[config.mk]
export PLATFORM = sky130hd
export DESIGN_NAME = versat_run_sequencer
export DESIGN_NICKNAME = d
export VERILOG_FILES = /design/src/rtl/versat_seq_pkg.sv /design/src/rtl/versat_seq_regs.sv /design/src/rtl/versat_run_sequencer.sv
export SDC_FILE = /design/constraint.sdc
export NUM_CORES = 1
export LEC_CHECK = 0
export BUFFER_PORTS_ARGS = -buffer_cell sky130_fd_sc_hd__buf_2
export CAP_MARGIN = 0
export CELL_PAD_IN_SITES_DETAIL_PLACEMENT = 0
export CELL_PAD_IN_SITES_GLOBAL_PLACEMENT = 1
export CORE_ASPECT_RATIO = 0.6
export CORE_UTILIZATION = 44
export DETAILED_ROUTE_END_ITERATION = 16
export PLACE_DENSITY = 0.8
export REMOVE_ABC_BUFFERS = 1
export SLEW_MARGIN = 25
export SYNTH_ARGS = -nofsm -noshare
export SYNTH_HDL_FRONTEND = slang
export SYNTH_SLANG_ARGS = --single-unit
[constraint.sdc]
create_clock -name clk -period 4.5 [get_ports clk]
set_input_delay 0.675 -clock clk [delete_from_list [all_inputs] [get_ports clk]]
set_output_delay 0.675 -clock clk [all_outputs]
set_load 0.005 [all_outputs]
[src/rtl/versat_seq_pkg.sv]
// Shared definitions for the Versat run sequencer: FSM states, CPU register
// map and CTRL/STATUS bit positions.
package versat_seq_pkg;

    typedef enum logic [3:0] {
        S_IDLE,
        S_LD_RD,
        S_LD_WR,
        S_RUN,
        S_GUARD,
        S_WAIT,
        S_ST_RD,
        S_ST_WR,
        S_FIN
    } seq_state_e;

    localparam logic [2:0] REG_CTRL   = 3'd0;
    localparam logic [2:0] REG_STATUS = 3'd1;
    localparam logic [2:0] REG_SRC    = 3'd2;
    localparam logic [2:0] REG_DST    = 3'd3;
    localparam logic [2:0] REG_LD_ACC = 3'd4;
    localparam logic [2:0] REG_ST_ACC = 3'd5;
    localparam logic [2:0] REG_LD_LEN = 3'd6;
    localparam logic [2:0] REG_ST_LEN = 3'd7;

    localparam int CTRL_START = 0;
    localparam int CTRL_CLEAR = 1;
    localparam int STAT_DONE  = 0;
    localparam int STAT_BUSY  = 1;

endpackage

[src/rtl/versat_seq_regs.sv]
// CPU register slave: one-cycle registered handshake, transfer descriptor
// registers, start pulse and the sticky done flag that drives irq.
module versat_seq_regs
    import versat_seq_pkg::*;
#(
    parameter int SYS_ADDR_W = 32,
    parameter int DATA_W     = 32,
    parameter int ACC_ADDR_W = 12,
    parameter int LEN_W      = 11
) (
    input  logic                  clk,
    input  logic                  rst,
    input  logic                  s_valid_i,
    input  logic [4:0]            s_addr_i,
    input  logic [DATA_W/8-1:0]   s_wstrb_i,
    input  logic [DATA_W-1:0]     s_wdata_i,
    output logic                  s_ready_o,
    output logic [DATA_W-1:0]     s_rdata_o,
    input  logic                  busy_i,
    input  logic                  fin_i,
    output logic                  start_o,
    output logic                  done_o,
    output logic [SYS_ADDR_W-1:0] src_o,
    output logic [SYS_ADDR_W-1:0] dst_o,
    output logic [ACC_ADDR_W-1:0] ld_acc_o,
    output logic [ACC_ADDR_W-1:0] st_acc_o,
    output logic [LEN_W-1:0]      ld_len_o,
    output logic [LEN_W-1:0]      st_len_o
);

    logic [2:0]            sel;
    logic                  accept, wr, ctrl_wr;
    logic                  unused_byte_sel;
    logic [DATA_W-1:0]     rdata_d;
    logic                  s_ready_q, start_q, done_q;
    logic [DATA_W-1:0]     s_rdata_q;
    logic [SYS_ADDR_W-1:0] src_q, dst_q;
    logic [ACC_ADDR_W-1:0] ld_acc_q, st_acc_q;
    logic [LEN_W-1:0]      ld_len_q, st_len_q;

    assign sel             = s_addr_i[4:2];
    assign unused_byte_sel = ^s_addr_i[1:0];
    // A request held across its own ready pulse is not accepted twice.
    assign accept          = s_valid_i && !s_ready_q;
    assign wr              = accept && (|s_wstrb_i);
    assign ctrl_wr         = wr && (sel == REG_CTRL);

    always_comb begin
        rdata_d = '0;
        case (sel)
            REG_STATUS: begin
                rdata_d[STAT_BUSY] = busy_i;
                rdata_d[STAT_DONE] = done_q;
            end
            REG_SRC:    rdata_d[SYS_ADDR_W-1:0] = src_q;
            REG_DST:    rdata_d[SYS_ADDR_W-1:0] = dst_q;
            REG_LD_ACC: rdata_d[ACC_ADDR_W-1:0] = ld_acc_q;
            REG_ST_ACC: rdata_d[ACC_ADDR_W-1:0] = st_acc_q;
            REG_LD_LEN: rdata_d[LEN_W-1:0]      = ld_len_q;
            REG_ST_LEN: rdata_d[LEN_W-1:0]      = st_len_q;
            default:    rdata_d = '0;
        endcase
    end

    always_ff @(posedge clk or negedge rst) begin
        if (!rst) begin
            s_ready_q <= 1'b0;
            s_rdata_q <= '0;
            start_q   <= 1'b0;
            done_q    <= 1'b0;
            src_q     <= '0;
            dst_q     <= '0;
            ld_acc_q  <= '0;
            st_acc_q  <= '0;
            ld_len_q  <= '0;
            st_len_q  <= '0;
        end else begin
            s_ready_q <= accept;
            s_rdata_q <= (accept && !(|s_wstrb_i)) ? rdata_d : '0;
            start_q   <= ctrl_wr && s_wdata_i[CTRL_START];
            // Clear lands on the write edge, start one cycle later.
            if (fin_i)
                done_q <= 1'b1;
            else if (ctrl_wr && s_wdata_i[CTRL_CLEAR])
                done_q <= 1'b0;
            // Descriptors are frozen while busy, so they double as the start snapshot.
            if (wr && !busy_i && !start_q) begin
                case (sel)
                    REG_SRC:    src_q    <= s_wdata_i[SYS_ADDR_W-1:0];
                    REG_DST:    dst_q    <= s_wdata_i[SYS_ADDR_W-1:0];
                    REG_LD_ACC: ld_acc_q <= s_wdata_i[ACC_ADDR_W-1:0];
                    REG_ST_ACC: st_acc_q <= s_wdata_i[ACC_ADDR_W-1:0];
                    REG_LD_LEN: ld_len_q <= s_wdata_i[LEN_W-1:0];
                    REG_ST_LEN: st_len_q <= s_wdata_i[LEN_W-1:0];
                    default: ;
                endcase
            end
        end
    end

    assign s_ready_o = s_ready_q;
    assign s_rdata_o = s_rdata_q;
    assign start_o   = start_q;
    assign done_o    = done_q;
    assign src_o     = src_q;
    assign dst_o     = dst_q;
    assign ld_acc_o  = ld_acc_q;
    assign st_acc_o  = st_acc_q;
    assign ld_len_o  = ld_len_q;
    assign st_len_o  = st_len_q;

endmodule

[src/rtl/versat_run_sequencer.sv]
// Versat feed sequencer: load words into the accelerator, pulse run, wait for
// done, store results back to system memory, then flag completion.
module versat_run_sequencer
    import versat_seq_pkg::*;
#(
    parameter int SYS_ADDR_W = 32,
    parameter int DATA_W     = 32,
    parameter int ACC_ADDR_W = 12,
    parameter int LEN_W      = 11
) (
    input  logic                  clk,
    input  logic                  rst,
    input  logic                  s_valid,
    input  logic [4:0]            s_addr,
    input  logic [DATA_W/8-1:0]   s_wstrb,
    input  logic [DATA_W-1:0]     s_wdata,
    output logic                  s_ready,
    output logic [DATA_W-1:0]     s_rdata,
    output logic                  m_valid,
    output logic [SYS_ADDR_W-1:0] m_addr,
    output logic [DATA_W/8-1:0]   m_wstrb,
    output logic [DATA_W-1:0]     m_wdata,
    input  logic                  m_ready,
    input  logic [DATA_W-1:0]     m_rdata,
    output logic                  acc_valid,
    output logic [ACC_ADDR_W-1:0] acc_addr,
    output logic [DATA_W/8-1:0]   acc_wstrb,
    output logic [DATA_W-1:0]     acc_wdata,
    input  logic                  acc_ready,
    input  logic [DATA_W-1:0]     acc_rdata,
    output logic                  run,
    input  logic                  done,
    output logic                  irq
);

    seq_state_e            state_q;
    logic                  start, busy, fin;
    logic [SYS_ADDR_W-1:0] src, dst;
    logic [ACC_ADDR_W-1:0] ld_acc, st_acc;
    logic [LEN_W-1:0]      ld_len, st_len;
    logic [LEN_W-1:0]      i_q, j_q, i_nxt, j_nxt;
    logic [DATA_W-1:0]     data_q;
    logic                  m_valid_q, acc_valid_q, run_q;
    logic [SYS_ADDR_W-1:0] m_addr_q;
    logic [ACC_ADDR_W-1:0] acc_addr_q;
    logic [DATA_W/8-1:0]   m_wstrb_q, acc_wstrb_q;

    assign busy  = (state_q != S_IDLE);
    assign fin   = (state_q == S_FIN);
    assign i_nxt = i_q + 1'b1;
    assign j_nxt = j_q + 1'b1;

    versat_seq_regs #(
        .SYS_ADDR_W(SYS_ADDR_W), .DATA_W(DATA_W), .ACC_ADDR_W(ACC_ADDR_W), .LEN_W(LEN_W)
    ) u_regs (
        .clk(clk), .rst(rst),
        .s_valid_i(s_valid), .s_addr_i(s_addr), .s_wstrb_i(s_wstrb), .s_wdata_i(s_wdata),
        .s_ready_o(s_ready), .s_rdata_o(s_rdata),
        .busy_i(busy), .fin_i(fin), .start_o(start), .done_o(irq),
        .src_o(src), .dst_o(dst), .ld_acc_o(ld_acc), .st_acc_o(st_acc),
        .ld_len_o(ld_len), .st_len_o(st_len)
    );

    // Master outputs are loaded on the transition into each state, so valid
    // and its payload stay put until the matching ready.
    always_ff @(posedge clk or negedge rst) begin
        if (!rst) begin
            state_q     <= S_IDLE;
            i_q         <= '0;
            j_q         <= '0;
            data_q      <= '0;
            m_valid_q   <= 1'b0;
            m_addr_q    <= '0;
            m_wstrb_q   <= '0;
            acc_valid_q <= 1'b0;
            acc_addr_q  <= '0;
            acc_wstrb_q <= '0;
            run_q       <= 1'b0;
        end else begin
            run_q <= 1'b0;
            case (state_q)
                S_IDLE: if (start) begin
                    i_q <= '0;
                    j_q <= '0;
                    if (ld_len != '0) begin
                        state_q   <= S_LD_RD;
                        m_valid_q <= 1'b1;
                        m_wstrb_q <= '0;
                        m_addr_q  <= src;
                    end else begin
                        state_q <= S_RUN;
                        run_q   <= 1'b1;
                    end
                end
                S_LD_RD: if (m_ready) begin
                    data_q      <= m_rdata;
                    m_valid_q   <= 1'b0;
                    acc_valid_q <= 1'b1;
                    acc_wstrb_q <= '1;
                    acc_addr_q  <= ld_acc + ACC_ADDR_W'(i_q);
                    state_q     <= S_LD_WR;
                end
                S_LD_WR: if (acc_ready) begin
                    acc_valid_q <= 1'b0;
                    i_q         <= i_nxt;
                    if (i_nxt == ld_len) begin
                        state_q <= S_RUN;
                        run_q   <= 1'b1;
                    end else begin
                        state_q   <= S_LD_RD;
                        m_valid_q <= 1'b1;
                        m_addr_q  <= src + SYS_ADDR_W'({i_nxt, 2'b00});
                    end
                end
                S_RUN:   state_q <= S_GUARD;
                // A stale done level from the previous job is skipped here.
                S_GUARD: state_q <= S_WAIT;
                S_WAIT: if (done) begin
                    if (st_len != '0) begin
                        state_q     <= S_ST_RD;
                        acc_valid_q <= 1'b1;
                        acc_wstrb_q <= '0;
                        acc_addr_q  <= st_acc;
                    end else begin
                        state_q <= S_FIN;
                    end
                end
                S_ST_RD: if (acc_ready) begin
                    data_q      <= acc_rdata;
                    acc_valid_q <= 1'b0;
                    m_valid_q   <= 1'b1;
                    m_wstrb_q   <= '1;
                    m_addr_q    <= dst + SYS_ADDR_W'({j_q, 2'b00});
                    state_q     <= S_ST_WR;
                end
                S_ST_WR: if (m_ready) begin
                    m_valid_q <= 1'b0;
                    j_q       <= j_nxt;
                    if (j_nxt == st_len) begin
                        state_q <= S_FIN;
                    end else begin
                        state_q     <= S_ST_RD;
                        acc_valid_q <= 1'b1;
                        acc_addr_q  <= st_acc + ACC_ADDR_W'(j_nxt);
                    end
                end
                S_FIN:   state_q <= S_IDLE;
                default: state_q <= S_IDLE;
            endcase
        end
    end

    assign m_valid   = m_valid_q;
    assign m_addr    = m_addr_q;
    assign m_wstrb   = m_wstrb_q;
    assign m_wdata   = data_q;
    assign acc_valid = acc_valid_q;
    assign acc_addr  = acc_addr_q;
    assign acc_wstrb = acc_wstrb_q;
    assign acc_wdata = data_q;
    assign run       = run_q;

endmodule

---- Word-level counts from Yosys, hierarchy flattened ----
Cells that the tools add are included.
storage, ports and cells
  bits of input ports ..................... 111
  bits in registers ....................... 258
  output and inout bits ................... 153
  word-level logic and storage cells ...... 167
cells by class
  muxes and demuxes ....................... 65
  equality and inequality tests ........... 29
  reduce and logical (&&, ||, !) cells .... 46
  add/subtract/negate cells ............... 6
operator list
  kind                                                                   number
  32-bit 2-to-1 mux                                                      8
  32-bit case mux with 3 select lines                                    1
  32-bit by 13-bit adder with 32-bit output                              2
  32-bit case mux with 2 select lines                                    1
  12-bit 2-to-1 mux                                                      5
  4-bit 2-to-1 mux                                                       14
  9-bit case mux with 6 select lines                                     1
  11-bit case mux with 2 select lines                                    2
  20-bit case mux with 2 select lines                                    1
  12-bit case mux with 3 select lines                                    1
  11-bit 2-to-1 mux                                                      3
  4-bit case mux with 8 select lines                                     1
  12-bit by 11-bit adder with 12-bit output                              2
  11-bit by 1-bit adder with 11-bit output, second input constant        2
  11-bit equality test                                                   2
  11-bit nonzero test                                                    2
  1-bit 2-to-1 mux                                                       18
  2-bit inequality test, second input constant                           9
  6-bit AND reduction                                                    3
  4-bit by 3-bit equality test with 1-bit output, second input constant  4
  4-bit case mux with 2 select lines                                     2
  2-bit case mux with 7 select lines                                     1
  7-bit AND reduction                                                    2
  3-bit equality test, second input constant                             4
  other kinds (21)                                                       55

---- Logic depth before layout (Yosys ltp) ----
Gate-level depths: netlist of run 1.
  word-level depth ........................ 7
  gate-level depth with buffers ........... 14
  mapped depth without buffers ............ 12

---- Cells and area by module ----
From an unflattened synthesis of run 1, not the netlist that was laid out.
unflattened totals
  cells, all modules ...................... 1535
  area total of the unflattened synthesis .. 15026.9 um2
modules (own cells, without submodules)
  module                instances  cells an instance  area an instance (um2)  sequential area each (um2)
  versat_run_sequencer  1          1117               9066.2                  2677.6
  versat_seq_regs       1          418                5960.7                  3628.5

---- Worst setup path after synthesis of run 1 ----
Ideal clock, no wire load.
  kind .................................... reg-to-reg
  start ................................... reg i_q[0]
  end ..................................... reg m_addr_q[28] (netlist: m_addr[28])
  data arrival time ....................... 3.106 ns
  required time ........................... 4.396 ns
  clock period less this slack ............ 3.210 ns
  buffers on the path ..................... 2
  stages on the path, launching flop included .. 15
  slack ................................... 1.290 ns
  library setup time ...................... 0.104 ns
  path through ............................ dfrtp_1 ha_1 nand3_1 or2_2 clkbuf_1 xnor2_1 ha_1 nand2_1 a21boi_0 a2111oi_2 or2_1 buf_2 o31ai_1 o22ai_1 o41ai_2
between the ends
  cells in the longest elaborated chain, start to end .. 5
  elaborated cells between the ends (all ways) .. 8
  classes of those cells .................. add/sub: 2; eq/ne: 2; mux: 3; reduce/logical: 1
ends and longest elaborated chain
  what                                        line                         source
  start, declared                             versat_run_sequencer.sv:41   logic [LEN_W-1:0] i_q, j_q, i_nxt, j_nxt;
  start signal, assigned                      versat_run_sequencer.sv:105  i_q <= i_nxt;
  11-bit by 1-bit adder with 11-bit output *  versat_run_sequencer.sv:50   assign i_nxt = i_q + 1'b1;
  32-bit by 13-bit adder with 32-bit output   versat_run_sequencer.sv:112  m_addr_q <= src + SYS_ADDR_W'({i_nxt, 2'b00});
  32-bit 2-to-1 mux                           versat_run_sequencer.sv:106  if (i_nxt == ld_len) begin
  32-bit 2-to-1 mux                           versat_run_sequencer.sv:103  S_LD_WR: if (acc_ready) begin
  32-bit case mux with 3 select lines         versat_run_sequencer.sv:81   case (state_q)
  end signal, assigned                        versat_run_sequencer.sv:89   m_addr_q <= src;
  end signal, assigned                        versat_run_sequencer.sv:112
  end signal, assigned                        versat_run_sequencer.sv:133  m_addr_q <= dst + SYS_ADDR_W'({j_q, 2'b00});
  end, declared                               versat_run_sequencer.sv:44   logic [SYS_ADDR_W-1:0] m_addr_q;
Every way passes the cells marked *; elsewhere a longest branch is shown, timed or not. The select of a mux whose other input is x is not followed.
A chain may end at the register's enable or synchronous reset.

---- Final worst setup path of run 1 ----
Same ends and word-level chain as after synthesis.

==> impl_summary.md, run 1 <==
STA
Setup total negative slack on the finished layout was measured at 0 ns. The final-report setup violation count is 0. Setup repair after global routing left no endpoint under its margin.

The worst path needs around 4.0 ns of the cycle, external delays included. The number of pins with negative max-slew slack in the final report is 0. The highest clock frequency the design can meet is around 0.25 GHz. At the pin with the least slew margin, the transition time is 0.9945 ns.

In the finished design, the share of the clock period the worst path needs comes to about nine tenths. The hold violation total from the final report came to 0. The max-slew headroom at the worst pin is about a third. The clock arrives with 0.007855 ns of skew.

The worst hold slack after final layout is around 0.19 ns.

Clocking
After clock tree synthesis, the setup repair step added 0 buffers. The number of buffers created by CTS is 27. The clock passes through at most 3 buffers. Counting every sink on the clock net gives about 250. For the worst-skew pair, the clock arrives at the later sink with an insertion delay of about 0.55 ns. After clock tree synthesis, the flow added hold-fix buffers numbering 0.

The cell sitting at the root of the clock tree is a sky130_fd_sc_hd__clkbuf_16. The CTS tree is done. CTS built an H-tree with a depth of 1. After clock tree synthesis, the clock-pin slew on the worst setup and hold paths is 0.06 ns.

The number of cells upsized or downsized after cts is 0.

Yosys
Among all flip-flop cells after synthesis, the most frequent one is sky130_fd_sc_hd__dfrtp_1. In this run, synthesis inferred 0 flip-flops with an integrated enable. The synthesized design spends more area on one cell type than any other, namely sky130_fd_sc_hd__dfrtp_1. The netlist uses 90 different library cells.

The total standard cell area after synthesis is ~15,000 µm². The count of warnings emitted by yosys is 0. The average instance in the mapped netlist occupies 10.09 µm². The cell count after synthesis is around 1,500. The area share of the leading cell type in the synthesized netlist is around two fifths. The share of the yosys chip area belonging to registers is 41.56%. Synthesis inferred approximately 250 register bits. The fraction of registers with async set/reset is 100.0%. By area the synthesized netlist is led by sky130_fd_sc_hd__dfrtp_1 42%, sky130_fd_sc_hd__mux2_2 8.8%, sky130_fd_sc_hd__ha_1 4.1%.

Pwr
For this design the static power due to leakage is around 0.0084 µW. IR analysis of the VDD net gives a maximum drop of between 0.3 and 0.4 mV. Dividing total power by cell area gives a power density of around 630 nW/µm².

Final layout
The area growth from synthesis to layout is 15.93%. Leaving out fill and tap cells, the most frequent cells in the layout are 261 x sky130_fd_sc_hd__buf_2, 252 x sky130_fd_sc_hd__dfrtp_1, 147 x sky130_fd_sc_hd__nand2_1. The post-route netlist has around 29% of its cells at a drive strength greater than 1. Leaving out fill and tap cells, the most frequent cell in the layout is sky130_fd_sc_hd__buf_2. The count of fill cells added during filler insertion is between 3,000 and 4,000. The total number of nets in the final design is 1,861. Measured on the finished design, the core utilization comes to 51.99%. The antenna diode instance count is 0.

Drt
The starting DRC count in detailed routing is 1,166. The final layout contains routed wiring with a total length of between 40 and 50 mm. The final routed wire length divided by cell count is 22.63 µm. The via count is approximately 13,000. The number of remaining DRC errors is 0.

The count of nets left with antenna violations once routing finished came out at 0. For this run, the detailed router's first-pass iteration total came to 6. The vias per cell is around 5.9.

Global route
The total routing usage reported by global routing is between 20% and 30%. The initial antenna violation count is 1. The global-route wire length before repair is roughly 74 mm.

Global routing finished with a remaining overflow of 0. The largest net degree at the start of global routing is 115. The via count of the first global-routing pass came to roughly 12,000.

Setup path
The worst setup path is of the flip-flop to flip-flop kind. The reg-to-reg setup timing slack is between 0.4 and 0.5 ns. Data on the critical path is required at its endpoint by 4.94 ns. STA classifies the critical path startpoint as a flip-flop.

Data on the critical path arrives at its endpoint at between 4 and 5 ns. The worst setup path is captured at a flip-flop. The worst setup path startpoint is i_q[0].

The startpoint of the worst register-to-register path is i_q[0]. The logic depth of the worst register-to-register path is 11. The end of the worst register-to-register path is m_addr[28]. Along the worst path, the maximum fanout reaches 10.

Die
264 I/O pins were placed. For this configuration, the core starts out at a cell density of between 40 and 50%. The total core area is roughly 34,000 µm². The initialized floorplan defines between 50 and 60 standard-cell rows. The floorplan step set the die height to around 150 µm. The horizontal die dimension is between 200 and 250 µm. The area of the die is ~35,000 µm².

Job
The max-cap violation count is 0.

Outcome
The run finished with clean final reports.

Worst hold path
The type of the most critical hold path is input port to async pin.

Placed design
The wire-length estimate of the detail-placed layout is 36.57 mm. The last weighted congestion value of the routability-driven placer is around 0.95. Buffers placed on the I/O ports in this run total 261.
## cells by family (layout without fill, tap and decap cells)
family                     count (synthesis)  count (layout)  synth area share [%]
AOI/OAI and AO/OA                        373             373                 16.94
xor gates and xnor gates                  85              85                 5.822
adders and majority gates                 54              54                 4.651
buffers and inverters                    153             366                 5.129
DFF                                      252             252                 41.56
muxes                                    171             171                 12.54
and+or+nand+nor                          415             415                 13.36
## flip-flops by register name, indices dropped and copies added (netlist names), 4 cells and up
register          flops
m_addr               32
u_regs.src_o         32
u_regs.dst_o         32
u_regs.ld_len_o      11
acc_wdata            32
i_q                  11
acc_addr             12
j_q                  11
u_regs.s_rdata_o     32
state_q               4
u_regs.st_len_o      11
u_regs.ld_acc_o      12
u_regs.st_acc_o      12
## cells in the mapped netlist, types with 7 or more instances
library cell,number
sky130_fd_sc_hd__nor3_1,30
sky130_fd_sc_hd__nand3_1,41
sky130_fd_sc_hd__buf_1,10
sky130_fd_sc_hd__a21oi_1,45
sky130_fd_sc_hd__nand4_1,9
sky130_fd_sc_hd__o21a_1,12
sky130_fd_sc_hd__a22o_1,8
sky130_fd_sc_hd__ha_1,50
sky130_fd_sc_hd__nand2_1,148
sky130_fd_sc_hd__buf_4,40
sky130_fd_sc_hd__xnor2_1,39
sky130_fd_sc_hd__nor2b_1,15
sky130_fd_sc_hd__mux2i_1,46
sky130_fd_sc_hd__a22oi_1,52
sky130_fd_sc_hd__dfrtp_1,252
sky130_fd_sc_hd__o211ai_1,13
sky130_fd_sc_hd__nand2b_1,12
sky130_fd_sc_hd__a211oi_1,25
sky130_fd_sc_hd__a21o_1,14
sky130_fd_sc_hd__o21ai_0,90
sky130_fd_sc_hd__inv_1,33
sky130_fd_sc_hd__o31ai_1,13
sky130_fd_sc_hd__and3_1,19
sky130_fd_sc_hd__clkbuf_1,45
sky130_fd_sc_hd__mux2_2,118
sky130_fd_sc_hd__nor4_1,12
sky130_fd_sc_hd__xnor3_1,9
sky130_fd_sc_hd__o22ai_1,7
sky130_fd_sc_hd__buf_2,18
sky130_fd_sc_hd__nor2_1,82
sky130_fd_sc_hd__a31oi_1,16
sky130_fd_sc_hd__and2_1,8
sky130_fd_sc_hd__o21ai_1,7
sky130_fd_sc_hd__xor2_1,36
## how the worst max path moves through the flow
stage / to / slack (ns) / depth (start not counted)
finish: m_addr[28] / 0.47 / 11
global route: m_addr[28] / 0.19 / 11
CTS: m_addr[28] / 0.57 / 11
detailed placement: m_addr[28] / 0.62 / 11
global placement: m_addr[15] / 0.82 / 12
floorplan: acc_wdata[0] / -1.81 / 5
## critical path, cell delays in order, from the launching register on
cell	delay, ns
sky130_fd_sc_hd__dfrtp_1	0.55
sky130_fd_sc_hd__nand4_1	0.28
sky130_fd_sc_hd__nor3_1	0.46
sky130_fd_sc_hd__xor2_1	0.38
sky130_fd_sc_hd__ha_1	0.34
sky130_fd_sc_hd__a21oi_1	0.25
sky130_fd_sc_hd__a21boi_0	0.27
sky130_fd_sc_hd__a2111oi_2	0.46
sky130_fd_sc_hd__or2_1	0.35
sky130_fd_sc_hd__or3_1	0.16
sky130_fd_sc_hd__o22ai_1	0.08
sky130_fd_sc_hd__o41ai_2	0.34
## routing by layer
metal  routed length (µm)  global-route usage (%)  vias to the layer above
met1                24120                   43.50                     6327
met2                19040                   36.81                      578
met4                  839                   4.968                        0
met3                 5216                   8.280                       65
met5                    0                       0                        -
li1                     -                       -                     5866
## area by class of cell
type                            count  area, µm²  area share (%)
Clock buffer                       36      759.5           4.318
Multi-Input combinational cell   1098       8138           46.27
Timing Repair Buffer              282       1521           8.650
Inverter                           35      131.4          0.7469
Tap cell                          459      574.3           3.265
Clock inverter                     13      158.9          0.9034
Sequential cell                   252       6306           35.85
## power by group
group | switching (µW) | total (µW) | internal [µW] | leakage [µW]
Combinational | 2430 | 4530 | 2100 | 0.00462
Sequential | 1130 | 4230 | 3100 | 0.00332
Clock | 977 | 2340 | 1360 | 0.000445
Total | 4540 | 11100 | 6550 | 0.00838
## stage by stage
step	std cells	cell area, µm²	setup WS (ns)	power (µW)
final	2175	17590	0.4661	11100
after global routing	2175	17590	0.1865	11760
after CTS	2175	17580	0.5654	11060
after detailed placement	2126	16660	0.6244	8686
after global placement	2125	16660	0.8156	8577
after floorplan	1385	14530	-1.813	6738
Power figures use the tool's default switching activity.
==> run 2, diff against run 1 <==
--- a/config.mk
+++ b/config.mk
@@ -13,6 +13,7 @@
 export CORE_UTILIZATION = 44
 export DETAILED_ROUTE_END_ITERATION = 16
 export PLACE_DENSITY = 0.8
+export RECOVER_POWER = 100
 export REMOVE_ABC_BUFFERS = 1
 export SLEW_MARGIN = 25
 export SYNTH_ARGS = -nofsm -noshare
==> run 2 against run 1 <==
The run now ends with max-capacitance violations, max-slew violations left. Critical path type is now input port to flip-flop. Count of clock-buffer cells in the layout stayed put. Routed wire length is 0.15% higher. Combinational power is 3% lower. Critical path depth shrank 4.
==> impl_summary.md, run 2 (same netlist as run 1, synthesis figures left out) <==
Final layout
The post-route cell area was 17,410 µm² (-1.0%). The area used by sequential logic in the layout is 6306 µm² (unchanged). The proportion of layout cells with a drive suffix above 1 is 24.77% (-3.8 points). The total number of nets in the final design is 1,861 (unchanged).

The utilization after layout came to 51.45% (-0.54 points). The area used by multi-input combinational logic was 8064 µm² (-0.91%). The library cells used most frequently in the layout, excluding fill and tap cells, are 252 x sky130_fd_sc_hd__dfrtp_1, 212 x sky130_fd_sc_hd__buf_2, 148 x sky130_fd_sc_hd__nand2_1. The area growth from synthesis to layout is 14.73%.

The number of standard cells in the layout, taps in and fillers out is 2,175 (unchanged). The count of fill cells added during filler insertion is 3,108 (+1.7%). The antenna diode instance count was 0 (unchanged). The commonest non-fill, non-tap cell in the layout is sky130_fd_sc_hd__dfrtp_1.

Pwr
The cell leakage power was 0.008134 µW (-2.9%). The peak ir drop on the vdd network is 0.3222 mV (about the same). The total power density per cell area is 630.6 nW/µm² (about the same).

Setup path
The required time of the critical path is 4.94 ns (about the same). The setup path with the least slack is of type input port to flip-flop. The cell seen most often among critical-path stages is sky130_fd_sc_hd__nand2_1. The total buffers and inverters traversed by the critical path came to 3 (+3). The delay of the slowest cell on the worst path is 1.52 ns (+0.97 ns). Among cell families on the critical path, the largest total delay comes from buffers and inverters. Walking the worst path, the cells encountered are buf_2 -> nand2_1 -> nor2_2 -> clkbuf_1 -> nand2_1 -> buf_4 -> mux2_2. The type of destination of the critical path is a flip-flop.

The arrival time of data at the critical path endpoint is 4.53 ns (+0.06 ns). The library cell contributing the largest single delay on the critical path is sky130_fd_sc_hd__clkbuf_1. STA classifies the critical path startpoint as an input port. The maximum fanout encountered on the critical timing path is 31 (+21).

Clocking
The CTS sink count is 252 (unchanged). The maximum buffer depth of the clock tree is 3 (unchanged). The count of buffers added by post-CTS timing repair for setup came to 0 (unchanged). The insertion delay to the later sink of the worst-skew pair is 0.55 ns (about the same).

The clock-pin slew of the registers on the worst-case setup and hold paths came to 0.07 ns (about the same). The maximum level of the CTS H-tree was 1 (unchanged). The number of cells upsized or downsized after cts came to 0 (unchanged). TritonCTS built the clock tree. The root cell of the clock tree is sky130_fd_sc_hd__clkbuf_16. The number of buffers created by CTS is 27 (unchanged).

The number of hold buffers added after cts is 0 (unchanged).

Global route
The total routing usage reported by global routing came to 27.62% (unchanged). The global-route wire length before repair is 74.32 mm (unchanged). The global route total overflow is 0 (unchanged). The met1 track demand over resource in global routing is 43.50% (unchanged). The global routing usage on met2 is 36.81% (unchanged). The via count of the first global-routing pass is 11,940 (unchanged). The layer with the highest usage after global routing is met1. The initial antenna violation count is 1 (unchanged). The largest net degree at the start of global routing is 115 (unchanged). The met3 capacity usage during global routing is 8.280% (unchanged).

Placed design
The post-placement worst setup slack is 0.6244 ns (unchanged). The last weighted congestion value of the routability-driven placer is 0.9459 (unchanged). The placed instance area is 16,660 µm² (unchanged).

The post-placement cell count is 2,126 (unchanged). The number of input and output port buffers inserted is 261 (unchanged). The half-perimeter wire length after placement came to 36.57 mm (unchanged).

Die
The effective utilization at floorplan came to 44.84% (unchanged). The y dimension of the die came to 145.8 µm (unchanged). The area of the die is 35,250 µm² (unchanged). The horizontal die dimension is 241.7 µm (unchanged).

The top-level I/O count was 264 (unchanged). The total core area is 33,830 µm² (unchanged). The total number of placement rows is 52 (unchanged).

STA
The final critical-path setup slack is 0.4062 ns (-0.05982 ns). The number of pins with negative max-slew slack in the final report is 196 (+196). The highest clock frequency the design can meet is 0.2443 GHz (-1.5%).

The final setup skew is 0.01019 ns (+0.002334 ns). Setup repair after global routing left no endpoint under its margin. The worst hold slack after final layout is 0.3676 ns (+0.1780 ns). The post-route fraction of the period consumed by the critical path came to 90.97% (+1.3 points). The actual transition at the worst max-transition pin is 3.031 ns (+2.036 ns).

The final-report setup violation count is 0 (unchanged). The max-slew headroom at the worst pin is -102.0% (-140 points). The hold violation total from the final report is 0 (unchanged). The time the worst path needs with I/O delays and setup is 4.094 ns (+0.05982 ns).

Drt
The number of remaining DRC errors is 0 (unchanged). The vias per cell is 5.884 (-0.30%). The count of antenna-violating nets left after detailed routing was 0 (unchanged). The count of TritonRoute iterations in the first routing pass is 5 (-1). The starting DRC count in detailed routing was 1,118 (-4.1%). The via count came to 12,800 (-0.30%). The final routed wire length divided by cell count was 22.66 µm (+0.15%).

The post-detailed-routing wire length is 49.29 mm (+0.15%).

Worst hold path
The path class of the tightest hold or removal check is input port to flip-flop.

Outcome
The run finished, with violations left. The final reports fail on max-capacitance violations, max-slew violations.

Job
The max-cap violation count is 4 (+4).
[run 2: stage by stage]
| stage | TNS [ns] | power, µW |
|---|---|---|
| after detailed placement | 0 | 8686 |
| final | 0 | 10980 |
| after floorplan | -58.01 | 6738 |
| after CTS | 0 | 11060 |
| after global routing | 0 | 11640 |
| after global placement | 0 | 8577 |
[run 2: final timing paths]
check / cells after the start / from / slack (ns) / endpoint
max: 7 / s_addr[3] / 0.41 / u_regs.dst_o[21]
min reg2reg: 1 / u_regs.s_ready_o / 0.47 / u_regs.s_ready_o
min in group asynchronous: 1 / rst / 1.10 / acc_wdata[14]
max reg2reg: 12 / i_q[0] / 0.47 / m_addr[25]
min: 2 / s_wdata[20] / 0.37 / u_regs.src_o[20]
max in group asynchronous: 2 / rst / 0.90 / u_regs.s_rdata_o[15]
[run 2: per-layer routing]
layer	up-vias	part of all wire [%]
li1	5859	-
met1	6300	48
met2	577	39
met3	62	11
met4	0	1.5
met5	-	0
[run 2: report_power, final]
part           switching, µW  internal [µW]  total (µW)  leakage, µW
Clock                    978           1360        2340     0.000445
Sequential              1130           3100        4220      0.00332
Combinational           2410           2010        4410      0.00437
[run 2: final cells by class]
cell class / count / share of cell area [%]
clock buffer: 36 / 4.363
multi-input combinational: 1098 / 46.33
tap: 459 / 3.299
clock inverter: 13 / 0.9129
sequential: 252 / 36.23
timing repair buffer: 282 / 8.115
inverter: 35 / 0.7547
==> run 3, diff against run 2 <==
--- a/config.mk
+++ b/config.mk
@@ -9,13 +9,14 @@
 export CAP_MARGIN = 0
 export CELL_PAD_IN_SITES_DETAIL_PLACEMENT = 0
 export CELL_PAD_IN_SITES_GLOBAL_PLACEMENT = 1
-export CORE_ASPECT_RATIO = 0.6
-export CORE_UTILIZATION = 44
+export CORE_ASPECT_RATIO = 0.8
+export CORE_UTILIZATION = 47
 export DETAILED_ROUTE_END_ITERATION = 16
-export PLACE_DENSITY = 0.8
+export PLACE_DENSITY = 0.85
 export RECOVER_POWER = 100
 export REMOVE_ABC_BUFFERS = 1
 export SLEW_MARGIN = 25
 export SYNTH_ARGS = -nofsm -noshare
 export SYNTH_HDL_FRONTEND = slang
+export SYNTH_HIERARCHICAL = 1
 export SYNTH_SLANG_ARGS = --single-unit
==> constraint.sdc (replaced) <==
create_clock -name clk -period 4.9 [get_ports clk]
set_input_delay 0.735 -clock clk [delete_from_list [all_inputs] [get_ports clk]]
set_output_delay 0.735 -clock clk [all_outputs]
set_load 0.005 [all_outputs]
==> run 3 against run 2 <==
The run still ends with max-capacitance violations, max-slew violations left. Count of clock-buffer cells in the layout increased by 2. Synthesized cell count increased by 2.1%. Sequential power decreased by 12%. Utilization increased by 3.1 points. Critical path depth unchanged. Global-route usage increased by 0.42 points. Design area decreased by 1.6%. Routed wire length decreased by 6.8%. Critical path type unchanged.
==> impl_summary.md, run 3 <==
Outcome
The flow ran to the end, but the final reports show violations. The final reports fail on max-capacitance violations, max-slew violations.

STA
The final-report setup violation count is 0 (unchanged). The worst hold slack after final layout was 0.4045 ns (+0.03689 ns). The post-route fraction of the period consumed by the critical path is 92.06%.

The hold violation total from the final report is 0 (unchanged). The actual transition at the worst max-transition pin is 2.389 ns (-0.6417 ns). Derived from the worst setup path, the maximum achievable clock frequency is between 0.2 and 0.25 GHz. The max-slew headroom at the worst pin is -59.27% (+43 points). Setup repair after global routing left no endpoint under its margin.

The time the worst path needs with I/O delays and setup is ~4.5 ns. The total negative setup slack is 0 ns (unchanged). The final setup skew is 0.02726 ns (+0.01707 ns). The number of pins with negative max-slew slack in the final report is 196 (unchanged).

Clocking
The clock-pin slew of the registers on the worst-case setup and hold paths is 0.06 ns (about the same). The insertion delay to the later sink of the worst-skew pair was 0.58 ns (+0.03 ns). The CTS sink count was 252 (unchanged). The root cell of the clock tree is sky130_fd_sc_hd__clkbuf_16. The number of cells upsized or downsized after cts is 0 (unchanged).

The maximum level of the CTS H-tree is 1 (unchanged). TritonCTS built the clock tree. The maximum buffer depth of the clock tree is 3 (unchanged). The count of buffers added by post-CTS timing repair for setup is 0 (unchanged).

The number of buffers created by CTS was 27 (unchanged). The number of hold buffers added after cts is 0 (unchanged).

Final layout
In the layout the commonest cells are 252 x sky130_fd_sc_hd__dfrtp_1, 188 x sky130_fd_sc_hd__buf_2, 162 x sky130_fd_sc_hd__nand2_1. The number of standard cells in the layout, taps in and fillers out is 2,167 (-0.37%). The proportion of layout cells with a drive suffix above 1 is 22.55% (-2.2 points). The area used by multi-input combinational logic came to 7921 µm² (-1.8%). The area used by sequential logic in the layout is 6306 µm² (unchanged). The library cell used most frequently in the layout, excluding fill and tap cells, is sky130_fd_sc_hd__dfrtp_1. The antenna diode instance count is 0 (unchanged). The total number of nets in the final design is 1,892 (+1.7%).

The utilization after layout was 54.54% (+3.1 points). Compared with the post-synthesis result, the final layout area differs by 14.04%. The count of fill cells added during filler insertion is 2,816 (-9.4%).

Yosys
For this run, the leading register cell type out of synthesis is sky130_fd_sc_hd__dfrtp_1. The cell type with the highest aggregate area in the netlist is sky130_fd_sc_hd__dfrtp_1. By area the synthesized netlist is led by sky130_fd_sc_hd__dfrtp_1 42%, sky130_fd_sc_hd__mux2_2 9.7%, sky130_fd_sc_hd__ha_1 4.2%. The distinct cell type count of the synthesized netlist is 79 (-12%). The cell count after synthesis is 1,535 (+2.1%). The count of warnings emitted by yosys is 6 (+6).

The share of the yosys chip area belonging to registers came to 41.97% (+0.40 points). The total standard cell area after synthesis is 15,030 µm² (-0.96%). The average instance area after synthesis came to 9.790 µm² (-3.0%). Sorting the synthesized cells by how often they occur yields 252 x sky130_fd_sc_hd__dfrtp_1, 162 x sky130_fd_sc_hd__nand2_1, 129 x sky130_fd_sc_hd__mux2_2.

The flip-flop and latch count after synthesis is 252 (unchanged). The count of flip-flops with a built-in enable after synthesis is 0 (unchanged). The area share of the leading cell type in the synthesized netlist came to 41.97% (+0.40 points). The most repeated cell in the gate-level netlist after synthesis is sky130_fd_sc_hd__dfrtp_1.

The fraction of registers with async set/reset is 100.0% (unchanged).

Pwr
The total power density per cell area came to 557.0 nW/µm² (-12%). The cell leakage power is 0.007907 µW (-2.8%). The peak ir drop on the vdd network is 0.3209 mV (-0.41%). The total design power came to 9546 µW (-13%).

Placed design
The last weighted congestion value of the routability-driven placer is 0.9261 (-2.1%). The half-perimeter wire length after placement is 33.85 mm (-7.4%). The number of input and output port buffers inserted is 261 (unchanged). The post-placement cell count is 2,118 (-0.38%).

Setup path
By startpoint and endpoint, the worst setup path is classified as input port to flip-flop. The total buffers and inverters traversed by the critical path is 3 (unchanged). Among the stages of the critical path, the cell type that occurs most often is sky130_fd_sc_hd__clkbuf_1.

The worst setup path is captured at a flip-flop. Walking the worst path, the cells encountered are clkbuf_1 -> nor2_1 -> and2_1 -> clkbuf_1 -> nand2_1 -> buf_4 -> mux2_1. The required time of the critical path came to 5.36 ns (+0.42 ns).

The kind of cell with the highest combined delay on the critical path is buffers and inverters. The critical path launch point type is an input port. On the critical path, the stage with the largest delay is an instance of sky130_fd_sc_hd__clkbuf_1. The maximum fanout encountered on the critical timing path is 29 (-6.5%). The arrival time of data at the critical path endpoint is 4.97 ns (+0.44 ns). The delay of the slowest cell on the worst path came to 1.06 ns (-0.46 ns).

Global route
The via count of the first global-routing pass is 12,220 (+2.4%). The initial antenna violation count is 1 (unchanged). The total routing usage reported by global routing is 28.04% (+0.42 points).

The global route total overflow is 0 (unchanged). The largest net degree at the start of global routing came to 95 (-17%). The global-route wire length before repair is 71.16 mm (-4.3%).

Drt
The number of remaining DRC errors came to 0 (unchanged). The final routed wire length divided by cell count came to 21.20 µm (-6.5%). The vias per cell is 5.922 (+0.64%). The count of TritonRoute iterations in the first routing pass is 8 (+3). The via count is 12,830 (+0.27%).

The count of antenna-violating nets left after detailed routing was 0 (unchanged). The starting DRC count in detailed routing is 1,298 (+16%). The post-detailed-routing wire length came to 45.94 mm (-6.8%).

Die
The effective utilization at floorplan is 47.82% (+3.0 points). The total core area is 31,420 µm² (-7.1%). The total number of placement rows is 58 (+12%).

The horizontal die dimension is 201.9 µm (-16%). The area of the die is 32,700 µm² (-7.3%). The y dimension of the die came to 161.9 µm (+11%). The top-level I/O count is 264 (unchanged).

Worst hold path
The type of the most critical hold path is input port to flip-flop.

Job
The max-cap violation count is 5 (+1).
==> run 3: layout make-up <==
cell class              count  area share [%]
clock buffers              38           4.651
flip-flops and latches    252           36.80
multi-input cells        1131           46.23
clock inverters            11          0.5549
well taps                 420           3.067
repair buffers            282           7.980
inverters                  33          0.7228
==> run 3: routing by layer <==
| metal | global-route usage, % | part of all wire (%) | vias to the layer above |
|---|---|---|---|
| li1 | - | - | 5927 |
| met1 | 40.13 | 45 | 6302 |
| met2 | 43.08 | 44 | 533 |
| met3 | 6.220 | 9.0 | 69 |
| met4 | 6.818 | 2.1 | 2 |
| met5 | 0 | 0.026 | - |
==> run 3: power by group <==
part / switching [µW] / internal, µW
clock network: 872 / 1190
logic: 2040 / 1740
registers: 921 / 2790
==> run 3: cells by family (layout without fill, tap and decap cells) <==
family	Yosys count	count (layout)	share of synthesized area [%]
AND/OR/NAND/NOR	488	488	15.54
AO/OA/AOI/OAI	336	336	15.07
flip-flops	252	252	41.97
multiplexers	163	163	12.14
buffers and inverters	152	364	5.162
XOR/XNOR	90	90	5.429
adder cells (fa/ha/maj)	54	54	4.696
==> run 3: final timing paths <==
path | from | to | slack (ns) | cells after the start
worst max-delay path | s_addr[4] | u_regs/src_o[0] | 0.39 | 7
worst min-delay path | s_wdata[22] | u_regs/src_o[22] | 0.40 | 2
worst max register to register | state_q[3] | u_regs/dst_o[29] | 0.47 | 6
worst min register to register | m_addr[13] | m_addr[13] | 0.48 | 2
max in group asynchronous | rst | u_regs/dst_o[31] | 1.12 | 2
min in group asynchronous | rst | u_regs/ld_len_o[8] | 0.90 | 1
==> run 3: metrics by stage <==
stage               setup slack, ns  cell area (µm²)
floorplan                     1.009            14380
global placement             0.9697            16420
detailed placement           0.9522            16420
CTS                          0.9440            17310
global route                 0.2763            17140
finish                       0.3888            17140
==> run 3: worst register-to-register path: cells and delay by family (launching register included) <==
family	cells	cell delay, ns
DFF	1	0.52
buffers and inverters	2	0.84
and+or+nand+nor	3	2.51
muxes	1	0.44
